--- src/rtl/riscv_pkg.sv ---
// Shared definitions for the instruction-memory loader: state encoding and
// default memory geometry.
package riscv_pkg;

   // Default instruction memory size in 32-bit words and its word-address width.
   localparam int IMEM_DEPTH  = 1024;
   localparam int IMEM_ADDR_W = 10;

   // Program loader FSM states.
   typedef enum logic [2:0] {
      LDR_IDLE   = 3'd0,
      LDR_LOAD   = 3'd1,
      LDR_COMMIT = 3'd2,
      LDR_DONE   = 3'd3,
      LDR_ERROR  = 3'd4
   } ldr_state_e;

endpackage : riscv_pkg

--- src/rtl/imem_loader.sv ---
// Instruction memory loader: streams a program from a valid/ready source into
// IMEM. The core is held in reset until the last word has been written.
// Each accepted beat becomes exactly one registered write on the following
// cycle. A program longer than DEPTH words ends in ERROR with overflow set.
module imem_loader
   import riscv_pkg::*;
#(
   parameter int DEPTH  = IMEM_DEPTH,
   parameter int ADDR_W = IMEM_ADDR_W
) (
   input  logic              clk,
   input  logic              rst,
   input  logic              start,
   input  logic              in_valid,
   input  logic [31:0]       in_data,
   input  logic              in_last,
   output logic              in_ready,
   output logic              mem_we,
   output logic [ADDR_W-1:0] mem_addr,
   output logic [31:0]       mem_wd,
   output logic              cpu_rst,
   output logic              busy,
   output logic              done,
   output logic              overflow,
   output logic [ADDR_W:0]   word_count
);

   // Index of the final IMEM word; a non-last beat here overflows the memory.
   localparam logic [ADDR_W:0] LAST_IDX = (ADDR_W+1)'(DEPTH - 1);
   localparam logic [ADDR_W:0] WC_ONE   = (ADDR_W+1)'(1);

   ldr_state_e        state_q, state_d;
   logic [ADDR_W:0]   word_count_q, word_count_d;
   logic              overflow_q, overflow_d;
   logic              mem_we_q, mem_we_d;
   logic [ADDR_W-1:0] mem_addr_q, mem_addr_d;
   logic [31:0]       mem_wd_q, mem_wd_d;
   logic              cpu_rst_q, cpu_rst_d;
   logic              busy_q, busy_d;
   logic              done_q, done_d;
   logic              accept_s;

   // Ready is a pure decode of the current state so the source sees it early.
   assign in_ready = (state_q == LDR_LOAD);
   assign accept_s = in_valid && in_ready;

   // Next-state, write-issue and status computation.
   always_comb begin
      state_d      = state_q;
      word_count_d = word_count_q;
      overflow_d   = overflow_q;
      mem_we_d     = 1'b0;
      mem_addr_d   = mem_addr_q;
      mem_wd_d     = mem_wd_q;
      case (state_q)
         LDR_IDLE, LDR_DONE, LDR_ERROR: begin
            if (start) begin
               state_d      = LDR_LOAD;
               word_count_d = '0;
               overflow_d   = 1'b0;
            end else begin
               state_d = state_q;
            end
         end
         LDR_LOAD: begin
            if (accept_s) begin
               mem_we_d     = 1'b1;
               mem_addr_d   = word_count_q[ADDR_W-1:0];
               mem_wd_d     = in_data;
               word_count_d = word_count_q + WC_ONE;
               if (in_last) begin
                  state_d = LDR_COMMIT;
               end else if (word_count_q == LAST_IDX) begin
                  state_d    = LDR_ERROR;
                  overflow_d = 1'b1;
               end else begin
                  state_d = LDR_LOAD;
               end
            end else begin
               state_d = LDR_LOAD;
            end
         end
         LDR_COMMIT: begin
            state_d = LDR_DONE;
         end
         default: begin
            state_d = LDR_IDLE;
         end
      endcase
      cpu_rst_d = (state_d != LDR_DONE);
      busy_d    = (state_d == LDR_LOAD) || (state_d == LDR_COMMIT);
      done_d    = (state_d == LDR_DONE);
   end

   // State and registered outputs; reset also drops any write still pending.
   always_ff @(posedge clk) begin
      if (rst) begin
         state_q      <= LDR_IDLE;
         word_count_q <= '0;
         overflow_q   <= 1'b0;
         mem_we_q     <= 1'b0;
         mem_addr_q   <= '0;
         mem_wd_q     <= 32'h0000_0000;
         cpu_rst_q    <= 1'b1;
         busy_q       <= 1'b0;
         done_q       <= 1'b0;
      end else begin
         state_q      <= state_d;
         word_count_q <= word_count_d;
         overflow_q   <= overflow_d;
         mem_we_q     <= mem_we_d;
         mem_addr_q   <= mem_addr_d;
         mem_wd_q     <= mem_wd_d;
         cpu_rst_q    <= cpu_rst_d;
         busy_q       <= busy_d;
         done_q       <= done_d;
      end
   end

   assign mem_we     = mem_we_q;
   assign mem_addr   = mem_addr_q;
   assign mem_wd     = mem_wd_q;
   assign cpu_rst    = cpu_rst_q;
   assign busy       = busy_q;
   assign done       = done_q;
   assign overflow   = overflow_q;
   assign word_count = word_count_q;

endmodule : imem_loader

--- config.mk ---
export PLATFORM = sky130hd
export DESIGN_NAME = imem_loader
export DESIGN_NICKNAME = d
export VERILOG_FILES = /design/src/rtl/riscv_pkg.sv /design/src/rtl/imem_loader.sv
export SDC_FILE = /design/constraint.sdc
export NUM_CORES = 1
export LEC_CHECK = 0
export CORE_MARGIN = 3
export CORE_UTILIZATION = 42
export DETAILED_ROUTE_END_ITERATION = 10
export PLACE_DENSITY = 0.79
export SYNTH_ARGS = -nofsm -noshare
export SYNTH_HDL_FRONTEND = slang
export SYNTH_SLANG_ARGS = --single-unit
--- constraint.sdc ---
create_clock -name clk -period 2.1 [get_ports clk]
set_input_delay 0.315 -clock clk [delete_from_list [all_inputs] [get_ports clk]]
set_output_delay 0.315 -clock clk [all_outputs]
set_load 0.03 [all_outputs]
==> flow_metrics.env <==
export IMPL_ios=96
export IMPL_slew_violations=0
export IMPL_crit_start="state_q[1]"
export IMPL_reg2reg_from="word_count[0]"
export IMPL_ctsRootBufferMaster="clkbuf_8"
export IMPL_cap_violations=0
export IMPL_final_setup_viol_count=0
export IMPL_hold_class="flip-flop to flip-flop"
export IMPL_fin_worst_skew_ns=0.007514
export IMPL_area_delta_synth_final_pct=53.59
export IMPL_portBuffers=95
export IMPL_drc=0
export IMPL_drive_gt1_share_pct=9.160
export IMPL_grt_start_max_net_pins=43
export IMPL_irDropWorstVdd_uv=446.5
export IMPL_ant_nets=0
export IMPL_yosysTopAreaCellShare_pct=52.30
export IMPL_reg2reg_depth=5
export IMPL_hold_slack_ns=0.4469
export IMPL_synth_area_per_cell_sq_um=8.192
export IMPL_drt_iter0_markers=130
export IMPL_synth_seq_cells=61
export IMPL_path_clk_slew_ns=0.06
export IMPL_post_cts_setup_buffers=0
export IMPL_power_uw=2652
export IMPL_top_usage_layer="met2"
export IMPL_min_period_over_period_pct=94.92
export IMPL_wl_per_cell_microns=12.75
export IMPL_powerDensity_nw_per_um2=739.5
export IMPL_rsz0062_at_grt="false"
export IMPL_initial_core_util_pct=44.58
export IMPL_htree_levels=3
export IMPL_viasPerCell=5.084
export IMPL_synth_edf_count=0
export IMPL_clk_latency_ns=0.32
export IMPL_synth_nets=323
export IMPL_cts_buffer_depth=2
export IMPL_worst_hold_startpoint="overflow"
export IMPL_path_class="flip-flop to output pin"
export IMPL_rows=26
export IMPL_cts_tree="yes"
export IMPL_antenna_cells=0
export IMPL_cp_end_kind="output pin"
export IMPL_synth_most_common_cell="nand2_1"
export IMPL_synth_common_cells="89 x nand2_1, 61 x dfxtp_1, 52 x a21oi_1"
export IMPL_leakagePower_uw=0.001256
export IMPL_die_h_microns=80.56
export IMPL_arrival_ns=1.68
export IMPL_synthTopCellsByArea="dfxtp_1 52%, nand2_1 14%, a21oi_1 11%"
export IMPL_slew_headroom_pct=64.21
export IMPL_die_area_sq_um=6490
export IMPL_yosysTopAreaCell="dfxtp_1"
export IMPL_hold_viol_final=0
export IMPL_nets=426
export IMPL_clkSinkCount=61
export IMPL_worst_pin_slew_ns=0.5368
export IMPL_grt_pass1_vias=2312
export IMPL_yosys_warnings=0
export IMPL_finalInstanceArea_sq_um=3586
export IMPL_grtUsageMet3_pct=5.605
export IMPL_grt_usage_pct=19.65
export IMPL_routed_wl_microns=5902
export IMPL_overflow=0
export IMPL_status="completed"
export IMPL_holdPathStages=2
export IMPL_fmax_mhz=501.7
export IMPL_dpl_cell_area_sq_um=3395
export IMPL_ys_async_sr_fraction_pct=0
export IMPL_synth_distinct_cells=41
export IMPL_yosysSeqAreaShare_pct=52.30
export IMPL_netlist_area_sq_um=2335
export IMPL_grt_use_met2_pct=32.62
export IMPL_cp_max_fo=4
export IMPL_die_w_microns=80.56
export IMPL_core_sq_um=5238
export IMPL_antenna_found_initial=0
export IMPL_layout_min_cycle_time_ns=1.993
export IMPL_grt_pass1_wl_microns=10010
export IMPL_drtPass1Iterations=4
export IMPL_critical_path_startpoint_type="flip-flop"
export IMPL_gp_congestion=0.8700
export IMPL_grt_use_met1_pct=23.66
export IMPL_yosys_most_used_dff="dfxtp_1"
export IMPL_place_detailed_hpwl_microns=4105
export IMPL_crit_required_ns=1.78
export IMPL_cts_buffers=9
export IMPL_syn_inst=285
export IMPL_vias=2354
## path summary, 6_finish.rpt
check,slack [ns],to
setup / recovery,0.11,in_ready
hold / removal,0.45,overflow
setup reg to reg,0.22,state_q[2]
hold reg to reg,0.45,overflow
## metal layers
layer  up-vias  share of wire [%]
li1       1170                  -
met1      1086                 43
met2        87                 48
met3        11                7.4
met4         0                1.2
met5         -                  0
## logic make-up (layout without fill, tap and decap cells)
family          after synthesis  in the layout  synth area share [%]
flops                        61             61                 52.30
xor+xnor                      1              1                0.3752
compound gates               69             69                 16.40
buf+inv                      26            134                 4.983
mux                           2              2                0.8575
fa+ha+maj                     1              1                0.5358
simple gates                125            125                 24.54
## stage by stage
step	worst slack [ns]	TNS, ns	utilization (%)	cells
global placement	-0.002773	-0.002773	64.81	447
finish	0.1067	0	68.47	463
detailed placement	-0.04429	-0.1587	64.81	447
global route	0.05483	0	68.47	463
floorplan	0.1480	0	-	285
CTS	0.08697	0	68.47	463
## flip-flops by register name, summed over array words and instances (netlist names)
signal and count:
mem_wd 32, word_count 11, mem_addr 10, state_q 3, busy 1, cpu_rst 1
done 1, mem_we 1, overflow 1
## cell type report
type | count | area (sq um)
Multi-Input combinational cell | 198 | 997.2
Clock inverter | 4 | 47.55
Timing Repair Buffer | 110 | 1057
Inverter | 8 | 30.03
Tap cell | 70 | 87.58
Clock buffer | 12 | 145.1
Sequential cell | 61 | 1221
Fill cell | 431 | 1652
## report_power, final
part	switching [uW]	leakage, uW	internal [uW]	total [uW]
Clock	428	0.0000964	578	1010
Sequential	22.5	0.000495	1200	1220
Combinational	230	0.000665	194	424
Total	681	0.00126	1970	2650
## layout by cell type (no fill, tap or decap), types with 2 or more instances in the layout
master and n:
dfxtp_1 61, or4_1 4, a21oi_1 52, or3_1 7, clkinv_2 2, clkbuf_1 2
o21ai_0 7, o31ai_1 3, clkbuf_8 10, buf_4 15, nand3_1 3, inv_1 8
nand2_1 89, nor4_1 2, nor2_1 6, mux2i_1 2, clkdlybuf4s50_1 93
## worst max-delay path, cell delays in order, from the launching register on
cell and delay (ns):
dfxtp_1 0.33, or3b_2 0.49, inv_1 0.12, dlygate4sd2_1 0.42
## timing repair
item | 4_1_cts | 5_1_grt
hold buffers | 0 | 0
gates resized for setup | 1 | 0
endpoints found under the setup margin | 1 | 0
endpoints found under the hold margin | 0 | 0
Note: power is estimated with default switching activity, not from simulation.
